**config.mk**
```make
export PLATFORM = sky130hd
export DESIGN_NAME = fetch_hazard_controller_flat
export DESIGN_NICKNAME = d
export VERILOG_FILES = /design/src/rtl/pipeline_ctrl_pkg.sv /design/src/rtl/fetch_hazard_controller_if.sv /design/src/rtl/load_use_detect.sv /design/src/rtl/fetch_hazard_controller.sv /design/src/flat_wrapper.sv
export SDC_FILE = /design/constraint.sdc
export NUM_CORES = 1
export LEC_CHECK = 0
export ABC_CLOCK_PERIOD_IN_PS = 1900
export CORE_ASPECT_RATIO = 1.2
export CORE_MARGIN = 5
export CORE_UTILIZATION = 42
export CTS_CLUSTER_SIZE = 12
export DETAILED_ROUTE_END_ITERATION = 16
export GPL_ROUTABILITY_DRIVEN = 1
export PLACE_DENSITY = 0.76
export SYNTH_ARGS = -nofsm -noshare
export SYNTH_HDL_FRONTEND = slang
export SYNTH_SLANG_ARGS = --single-unit
```
**constraint.sdc**
```tcl
create_clock -name clk -period 1.9 [get_ports clk]
set_input_delay 0.38 -clock clk [delete_from_list [all_inputs] [get_ports clk]]
set_output_delay 0.38 -clock clk [all_outputs]
set_load 0.01 [all_outputs]
```
**src/rtl/pipeline_ctrl_pkg.sv**
```systemverilog
// Shared encodings and output-set helpers for the pipeline front-end controllers.
package pipeline_ctrl_pkg;

    typedef enum logic [1:0] {
        RUN      = 2'd0,
        FLUSH    = 2'd1,
        MEM_WAIT = 2'd2,
        HALTED   = 2'd3
    } state_t;

    localparam logic [4:0] REG_ZERO        = 5'd0;
    localparam int         FLUSH_CNT_WIDTH = 4;

    typedef struct packed {
        logic pc_write;
        logic if_id_write;
        logic pc_sel_branch;
        logic if_id_flush;
        logic id_ex_bubble;
    } ctrl_t;

    function automatic ctrl_t ctrl_advance();
        ctrl_t c;
        c             = '0;
        c.pc_write    = 1'b1;
        c.if_id_write = 1'b1;
        return c;
    endfunction

    function automatic ctrl_t ctrl_freeze();
        ctrl_t c;
        c = '0;
        return c;
    endfunction

    // Held while reset is asserted so no stale instruction escapes into ID/EX.
    function automatic ctrl_t ctrl_reset();
        ctrl_t c;
        c              = '0;
        c.if_id_flush  = 1'b1;
        c.id_ex_bubble = 1'b1;
        return c;
    endfunction

endpackage

```
**src/rtl/fetch_hazard_controller_if.sv**
```systemverilog
// Hazard inputs from the pipeline and sequencing controls back to the front end.
interface fetch_hazard_controller_if #(
    parameter int STALL_CNT_WIDTH = 16
);
    logic                       idExMemRead;
    logic [4:0]                 idExRt;
    logic [4:0]                 ifIdRs;
    logic [4:0]                 ifIdRt;
    logic                       ifIdUsesRt;
    logic                       branchTaken;
    logic                       memBusy;
    logic                       haltReq;
    logic                       pcWrite;
    logic                       ifIdWrite;
    logic                       pcSelBranch;
    logic                       ifIdFlush;
    logic                       idExBubble;
    logic                       halted;
    logic [STALL_CNT_WIDTH-1:0] stallCount;

    modport master (
        output idExMemRead, idExRt, ifIdRs, ifIdRt, ifIdUsesRt,
               branchTaken, memBusy, haltReq,
        input  pcWrite, ifIdWrite, pcSelBranch, ifIdFlush, idExBubble,
               halted, stallCount
    );

    modport slave (
        input  idExMemRead, idExRt, ifIdRs, ifIdRt, ifIdUsesRt,
               branchTaken, memBusy, haltReq,
        output pcWrite, ifIdWrite, pcSelBranch, ifIdFlush, idExBubble,
               halted, stallCount
    );
endinterface

```
**src/rtl/load_use_detect.sv**
```systemverilog
// Combinational load-use comparator; also reused by the forwarding unit.
module load_use_detect
    import pipeline_ctrl_pkg::*;
(
    input  logic       mem_read,
    input  logic [4:0] dest,
    input  logic [4:0] rs,
    input  logic [4:0] rt,
    input  logic       uses_rt,
    output logic       hazard
);
    logic [4:0] rs_eq_bits;
    logic [4:0] rt_eq_bits;

    genvar gi;
    generate
        for (gi = 0; gi < 5; gi++) begin : g_cmp
            assign rs_eq_bits[gi] = ~(dest[gi] ^ rs[gi]);
            assign rt_eq_bits[gi] = ~(dest[gi] ^ rt[gi]);
        end
    endgenerate

    // Writes to r0 are discarded, so a load into r0 never creates a dependency.
    assign hazard = mem_read && (dest != REG_ZERO) &&
                    ((&rs_eq_bits) || (uses_rt && (&rt_eq_bits)));

endmodule

```
**src/rtl/fetch_hazard_controller.sv**
```systemverilog
// Front-end sequencing: load-use stalls, branch flushes, memory freeze and sticky halt.
module fetch_hazard_controller
    import pipeline_ctrl_pkg::*;
#(
    parameter int FLUSH_CYCLES    = 1,
    parameter int STALL_CNT_WIDTH = 16
) (
    input  logic                    clk,
    input  logic                    reset,
    fetch_hazard_controller_if.slave bus
);
    localparam logic [FLUSH_CNT_WIDTH-1:0] FLUSH_RELOAD = FLUSH_CNT_WIDTH'(FLUSH_CYCLES - 1);
    localparam bit                         MULTI_FLUSH  = (FLUSH_CYCLES > 1);
    localparam logic [STALL_CNT_WIDTH-1:0] STALL_ONE    = {{(STALL_CNT_WIDTH-1){1'b0}}, 1'b1};

    state_t                       state_reg, state_next;
    logic [FLUSH_CNT_WIDTH-1:0]   flush_left_reg, flush_left_next;
    logic [STALL_CNT_WIDTH-1:0]   stall_count_reg;
    ctrl_t                        ctrl;
    logic                         halted_flag;
    logic                         hazard;

    load_use_detect u_load_use_detect (
        .mem_read (bus.idExMemRead),
        .dest     (bus.idExRt),
        .rs       (bus.ifIdRs),
        .rt       (bus.ifIdRt),
        .uses_rt  (bus.ifIdUsesRt),
        .hazard   (hazard)
    );

    always_comb begin
        state_next      = state_reg;
        flush_left_next = flush_left_reg;
        ctrl            = ctrl_advance();
        halted_flag     = 1'b0;
        if (reset) begin
            ctrl            = ctrl_reset();
            state_next      = RUN;
            flush_left_next = '0;
        end else begin
            case (state_reg)
                RUN: begin
                    if (bus.haltReq) begin
                        ctrl       = ctrl_freeze();
                        state_next = HALTED;
                    end else if (bus.memBusy) begin
                        ctrl       = ctrl_freeze();
                        state_next = MEM_WAIT;
                    end else if (bus.branchTaken) begin
                        ctrl.pc_sel_branch = 1'b1;
                        ctrl.if_id_flush   = 1'b1;
                        ctrl.id_ex_bubble  = 1'b1;
                        if (MULTI_FLUSH) begin
                            state_next      = FLUSH;
                            flush_left_next = FLUSH_RELOAD;
                        end
                    end else if (hazard) begin
                        ctrl.pc_write     = 1'b0;
                        ctrl.if_id_write  = 1'b0;
                        ctrl.id_ex_bubble = 1'b1;
                    end
                end
                FLUSH: begin
                    // A busy memory pauses the flush without consuming a squash slot.
                    if (bus.haltReq) begin
                        ctrl       = ctrl_freeze();
                        state_next = HALTED;
                    end else if (bus.memBusy) begin
                        ctrl = ctrl_freeze();
                    end else begin
                        ctrl.if_id_flush  = 1'b1;
                        ctrl.id_ex_bubble = 1'b1;
                        flush_left_next   = flush_left_reg - 1'b1;
                        if (flush_left_reg <= 4'd1) begin
                            state_next = RUN;
                        end
                    end
                end
                MEM_WAIT: begin
                    ctrl = ctrl_freeze();
                    if (!bus.memBusy) begin
                        state_next = bus.haltReq ? HALTED : RUN;
                    end
                end
                HALTED: begin
                    ctrl        = ctrl_freeze();
                    halted_flag = 1'b1;
                end
                default: begin
                    ctrl       = ctrl_freeze();
                    state_next = RUN;
                end
            endcase
        end
    end

    always_ff @(posedge clk) begin
        if (reset) begin
            state_reg       <= RUN;
            flush_left_reg  <= '0;
            stall_count_reg <= '0;
        end else begin
            state_reg      <= state_next;
            flush_left_reg <= flush_left_next;
            if (!ctrl.pc_write && (state_reg != HALTED) && (stall_count_reg != '1)) begin
                stall_count_reg <= stall_count_reg + STALL_ONE;
            end
        end
    end

    assign bus.pcWrite     = ctrl.pc_write;
    assign bus.ifIdWrite   = ctrl.if_id_write;
    assign bus.pcSelBranch = ctrl.pc_sel_branch;
    assign bus.ifIdFlush   = ctrl.if_id_flush;
    assign bus.idExBubble  = ctrl.id_ex_bubble;
    assign bus.halted      = halted_flag;
    assign bus.stallCount  = stall_count_reg;

endmodule

```
**src/flat_wrapper.sv**
```systemverilog
// flat-port wrapper written by rule: the top's interface ports become plain ports
module fetch_hazard_controller_flat import pipeline_ctrl_pkg::*;
#(
    parameter int FLUSH_CYCLES    = 1,
    parameter int STALL_CNT_WIDTH = 16
)
  (clk, reset, bus_idExMemRead, bus_idExRt, bus_ifIdRs, bus_ifIdRt, bus_ifIdUsesRt, bus_branchTaken, bus_memBusy, bus_haltReq, bus_pcWrite, bus_ifIdWrite, bus_pcSelBranch, bus_ifIdFlush, bus_idExBubble, bus_halted, bus_stallCount);
  fetch_hazard_controller_if #(.STALL_CNT_WIDTH(STALL_CNT_WIDTH)) bus_i ();
  input  logic clk;
  input  logic reset;
  input wire logic [$bits(bus_i.idExMemRead)-1:0] bus_idExMemRead;
  input wire logic [$bits(bus_i.idExRt)-1:0] bus_idExRt;
  input wire logic [$bits(bus_i.ifIdRs)-1:0] bus_ifIdRs;
  input wire logic [$bits(bus_i.ifIdRt)-1:0] bus_ifIdRt;
  input wire logic [$bits(bus_i.ifIdUsesRt)-1:0] bus_ifIdUsesRt;
  input wire logic [$bits(bus_i.branchTaken)-1:0] bus_branchTaken;
  input wire logic [$bits(bus_i.memBusy)-1:0] bus_memBusy;
  input wire logic [$bits(bus_i.haltReq)-1:0] bus_haltReq;
  output wire logic [$bits(bus_i.pcWrite)-1:0] bus_pcWrite;
  output wire logic [$bits(bus_i.ifIdWrite)-1:0] bus_ifIdWrite;
  output wire logic [$bits(bus_i.pcSelBranch)-1:0] bus_pcSelBranch;
  output wire logic [$bits(bus_i.ifIdFlush)-1:0] bus_ifIdFlush;
  output wire logic [$bits(bus_i.idExBubble)-1:0] bus_idExBubble;
  output wire logic [$bits(bus_i.halted)-1:0] bus_halted;
  output wire logic [$bits(bus_i.stallCount)-1:0] bus_stallCount;
  assign bus_i.idExMemRead = bus_idExMemRead;
  assign bus_i.idExRt = bus_idExRt;
  assign bus_i.ifIdRs = bus_ifIdRs;
  assign bus_i.ifIdRt = bus_ifIdRt;
  assign bus_i.ifIdUsesRt = bus_ifIdUsesRt;
  assign bus_i.branchTaken = bus_branchTaken;
  assign bus_i.memBusy = bus_memBusy;
  assign bus_i.haltReq = bus_haltReq;
  assign bus_pcWrite = bus_i.pcWrite;
  assign bus_ifIdWrite = bus_i.ifIdWrite;
  assign bus_pcSelBranch = bus_i.pcSelBranch;
  assign bus_ifIdFlush = bus_i.ifIdFlush;
  assign bus_idExBubble = bus_i.idExBubble;
  assign bus_halted = bus_i.halted;
  assign bus_stallCount = bus_i.stallCount;
  fetch_hazard_controller #(.FLUSH_CYCLES(FLUSH_CYCLES), .STALL_CNT_WIDTH(STALL_CNT_WIDTH)) u_core (.clk(clk), .reset(reset), .bus(bus_i));
endmodule
```
==> impl_metrics.csv <==
group,metric,value,unit
global_route,grt_usage,19.2,%
layout,multi_input_area,0.00113,mm2
drt,top_layer_used,"met4",
layout,insertedDiodeCount,0,
timing,post-route-period-util,113,%
worst_setup_path,end_kind,"flip-flop",
placement,dp.cells,279,
worst_setup_path,r2r-start,"u_core.state_reg[0]",
clocking,clkLatencyLatePin,260,ps
power,vdd_drop_max,769,uV
timing,tns,-2880,ps
drt,drt-initial-drc-count,45,
layout,seq_area,447,um2
die,ios,44,
global_route,grt_max_degree,23,
timing,worstMarginPinSlew,452,ps
worst_setup_path,slowest_delay,430,ps
placement,gp_congestion,0.759,
layout,drive_gt1_share,41.2,%
clocking,clkSinkCount,22,
logic_synthesis,ys.flop_type,"dfxtp_1",
die,num_rows,23,
worst_setup_path,regToRegEndpoint,"u_core.bus.stallCount[5]",
logic_synthesis,ys_warn_count,0,
timing,finalCriticalPeriod,2150,ps
logic_synthesis,syn_area,0.00140,mm2
drt,antenna_left,0,
logic_synthesis,synth-seq-cells,22,
drt,first_pass_iters,4,
die,die_height,73.3,um
logic_synthesis,syn_nets,203,
hold_path,hold_depth,2,
die,design.die.area,0.00460,mm2
worst_setup_path,worstSetupPathType,"reg -> reg",
layout,syn_to_final_growth,74.7,%
drt,num_vias,1671,
timing,setup_viol,17,
logic_synthesis,ys_seq_area_share,31.4,%
power,switching_share,33.9,%
layout,stdcell_count,299,
timing,finalClockSkew,6.30,ps
layout,fin_nets,294,
global_route,grt_pass1_wl,7310,um
power,leakage,0.968,nW
die,die_x,62.8,um
run,maxCapViolations,0,
global_route,antenna_found_initial,0,
worst_setup_path,cp_slowest_cell,"or4_1",
power,power_frac_seq,29.4,%
drt,drc,0,
die,initial_core_util,42.8,%
global_route,grt_pass1_vias,1675,
clocking,htree_levels,1,
drt,routed_wl,4610,um
clocking,clockBufferDepth,2,
worst_setup_path,worstPathCellList,"inv_4, ha_4, mux2i_4, o31a_1, o211ai_1, o21a_4, or4_1, a21oi_2",
logic_synthesis,syn_area_per_cell,8.11,um2
run_status,violations,"setup timing",
hold_path,min_from,"u_core.bus.stallCount[10]",
hold_path,hold_end,"u_core.bus.stallCount[10]",
timing,slew_violations,0,
power,p_sw,0.000630,W
worst_setup_path,start_kind,"flip-flop",
clocking,cts-root-buf,"clkbuf_8",
worst_setup_path,rr_worst_depth,8,
power,power.density,759,mW/mm2
power,p_int,0.00123,W
run_status,status,"finished, violations left",
drt,wl_per_cell,15.4,um
power,combPwrFrac,55.4,%
worst_setup_path,crit_buf_inv,1,
timing,setup_ws,-253,ps
clocking,hold_buffers,0,
timing,clock.fmax,0.464,GHz
drt,viasPerCell,5.59,
timing,slew_headroom,69.7,%
drt,wl_met1,1980,um
worst_setup_path,worstPathArrival,2340,ps
placement,hpwl,2730,um
logic_synthesis,async_flop_share,0,%
clocking,clkSlewWorstSetupHoldPaths,80,ps
placement,port_buffers,43,
worst_setup_path,critical_path_peak_fanout,6,
die,core,0.00328,mm2
hold_path,min_path_type,"reg -> reg",
clocking,cts_tree,"done",
timing,rsz0062_at_grt,"true",
power,p_clk_share,15.2,%
logic_synthesis,synthCells,173,
worst_setup_path,path_delay_family,"compound AO/OA/AOI/OAI gates",
logic_synthesis,synth_cell_type_count,41,
clocking,cts_made_buffers,3,
layout,largest_reg_flops,16,
worst_setup_path,critPathRequiredTime,2090,ps
drt,met2_length,2370,um
global_route,gr-total-overflow,0,
timing,hold_viol_final,0,
logic_synthesis,synth_edf_count,0,
worst_setup_path,r2r_slack,-250,ps
layout,num-fill-cells,247,
drt,met3_length,188,um
-- worst min-delay path: stages (launching register included) --
cell	delay [ps]
dfxtp_1	340
o21ai_2	60
a21oi_1	50
-- layer usage --
| layer | global-route usage (%) | vias to the layer above |
|---|---|---|
| met5 | 0 | - |
| met4 | 5.66 | 0 |
| met2 | 34.8 | 58 |
| met3 | 2.91 | 8 |
| met1 | 23.5 | 796 |
| li1 | - | 809 |
-- power groups by stage --
stage / Combinational (W) / Clock, W / Sequential, W
2_1_floorplan: 0.000386 / 0 / 0.000575
3_3_place_gp: 0.000733 / 0 / 0.000551
4_1_cts: 0.000862 / 0.000290 / 0.000542
3_5_place_dp: 0.000748 / 0 / 0.000553
6_report: 0.00103 / 0.000283 / 0.000546
5_1_grt: 0.00111 / 0.000302 / 0.000555
-- per-stage QoR --
| step | utilization (%) | instance area [um2] | hold WS, ps | total power [W] | worst slack (ps) |
|---|---|---|---|---|---|
| finish | 74.7 | 2450 | 486 | 0.00186 | -253 |
| global route | 74.7 | 2450 | 528 | 0.00197 | -337 |
| CTS | 68.4 | 2240 | 505 | 0.00169 | -196 |
| detailed placement | 64.0 | 2100 | 491 | 0.00130 | -942 |
| global placement | 64.0 | 2100 | 479 | 0.00128 | -918 |
| floorplan | - | 1430 | 486 | 0.000962 | -98.6 |
-- what timing repair did --
item | CTS | global route
pin swaps | 45 | 21
resized for setup | 81 | 41
cloned | 3 | 0
buffers inserted | 9 | 8
endpoints found under the hold margin | 0 | 0
setup endpoints to repair | 24 | 22
-- how the worst max path moves through the flow --
stage                     cells after the start  slack, ps                start                       end
after floorplan                               6       -100        bus_idExRt[0]               bus_pcWrite
after global placement                        7       -920        bus_idExRt[3]               bus_pcWrite
after detailed placement                      7       -940        bus_idExRt[3]               bus_pcWrite
after CTS                                     7       -200        bus_idExRt[4]               bus_pcWrite
after global routing                          8       -340  u_core.state_reg[0]  u_core.bus.stallCount[5]
final                                         8       -250  u_core.state_reg[0]  u_core.bus.stallCount[5]
-- cells in the mapped netlist (all sizes together), types with 2 or more instances --
cell,count,share of area [%]
a31oi,2,0.89
o21ai,14,5.0
nand3,8,2.9
a211oi,2,1.1
o31ai,2,1.1
nand2,11,2.9
mux2i,3,2.1
nand4,2,0.89
xnor2,3,1.9
inv,10,2.7
buf,3,2.1
and2,2,0.89
or3,11,4.9
nor2,15,4.0
or4,2,1.1
o21a,2,1.2
nor3,4,1.4
clkbuf,3,0.80
xor2,11,6.9
and4,3,1.9
a21oi,13,4.6
dfxtp,22,31
and3,3,1.3
ha,8,7.1
-- cell type report --
cell class / count / area share (%)
clock buffer: 3 / 1.69
inverter: 10 / 1.63
multi-input combinational: 138 / 46.1
sequential: 22 / 18.2
tap: 37 / 1.89
timing repair buffer: 89 / 30.4
-- layout by cell type (no fill, tap or decap), types with 8 or more instances in the layout --
cell type	instances
xor2_1	11
nor2_1	15
buf_4	43
nand2_1	10
clkdlybuf4s50_1	20
dlygate4sd2_1	10
inv_1	8
dfxtp_1	19
buf_6	8
-- cell families (layout without fill, tap and decap cells) --
logic type,count (synthesis),in the layout,synth area share (%)
xor gates and xnor gates,14,14,8.74
and+or+nand+nor,66,66,25.4
AOI/OAI and AO/OA,44,47,19.5
muxes,3,3,2.14
buffers and inverters,16,102,5.62
adders and majority gates,8,8,7.14
DFF,22,22,31.4
Note: power is estimated with default switching activity, not from simulation.
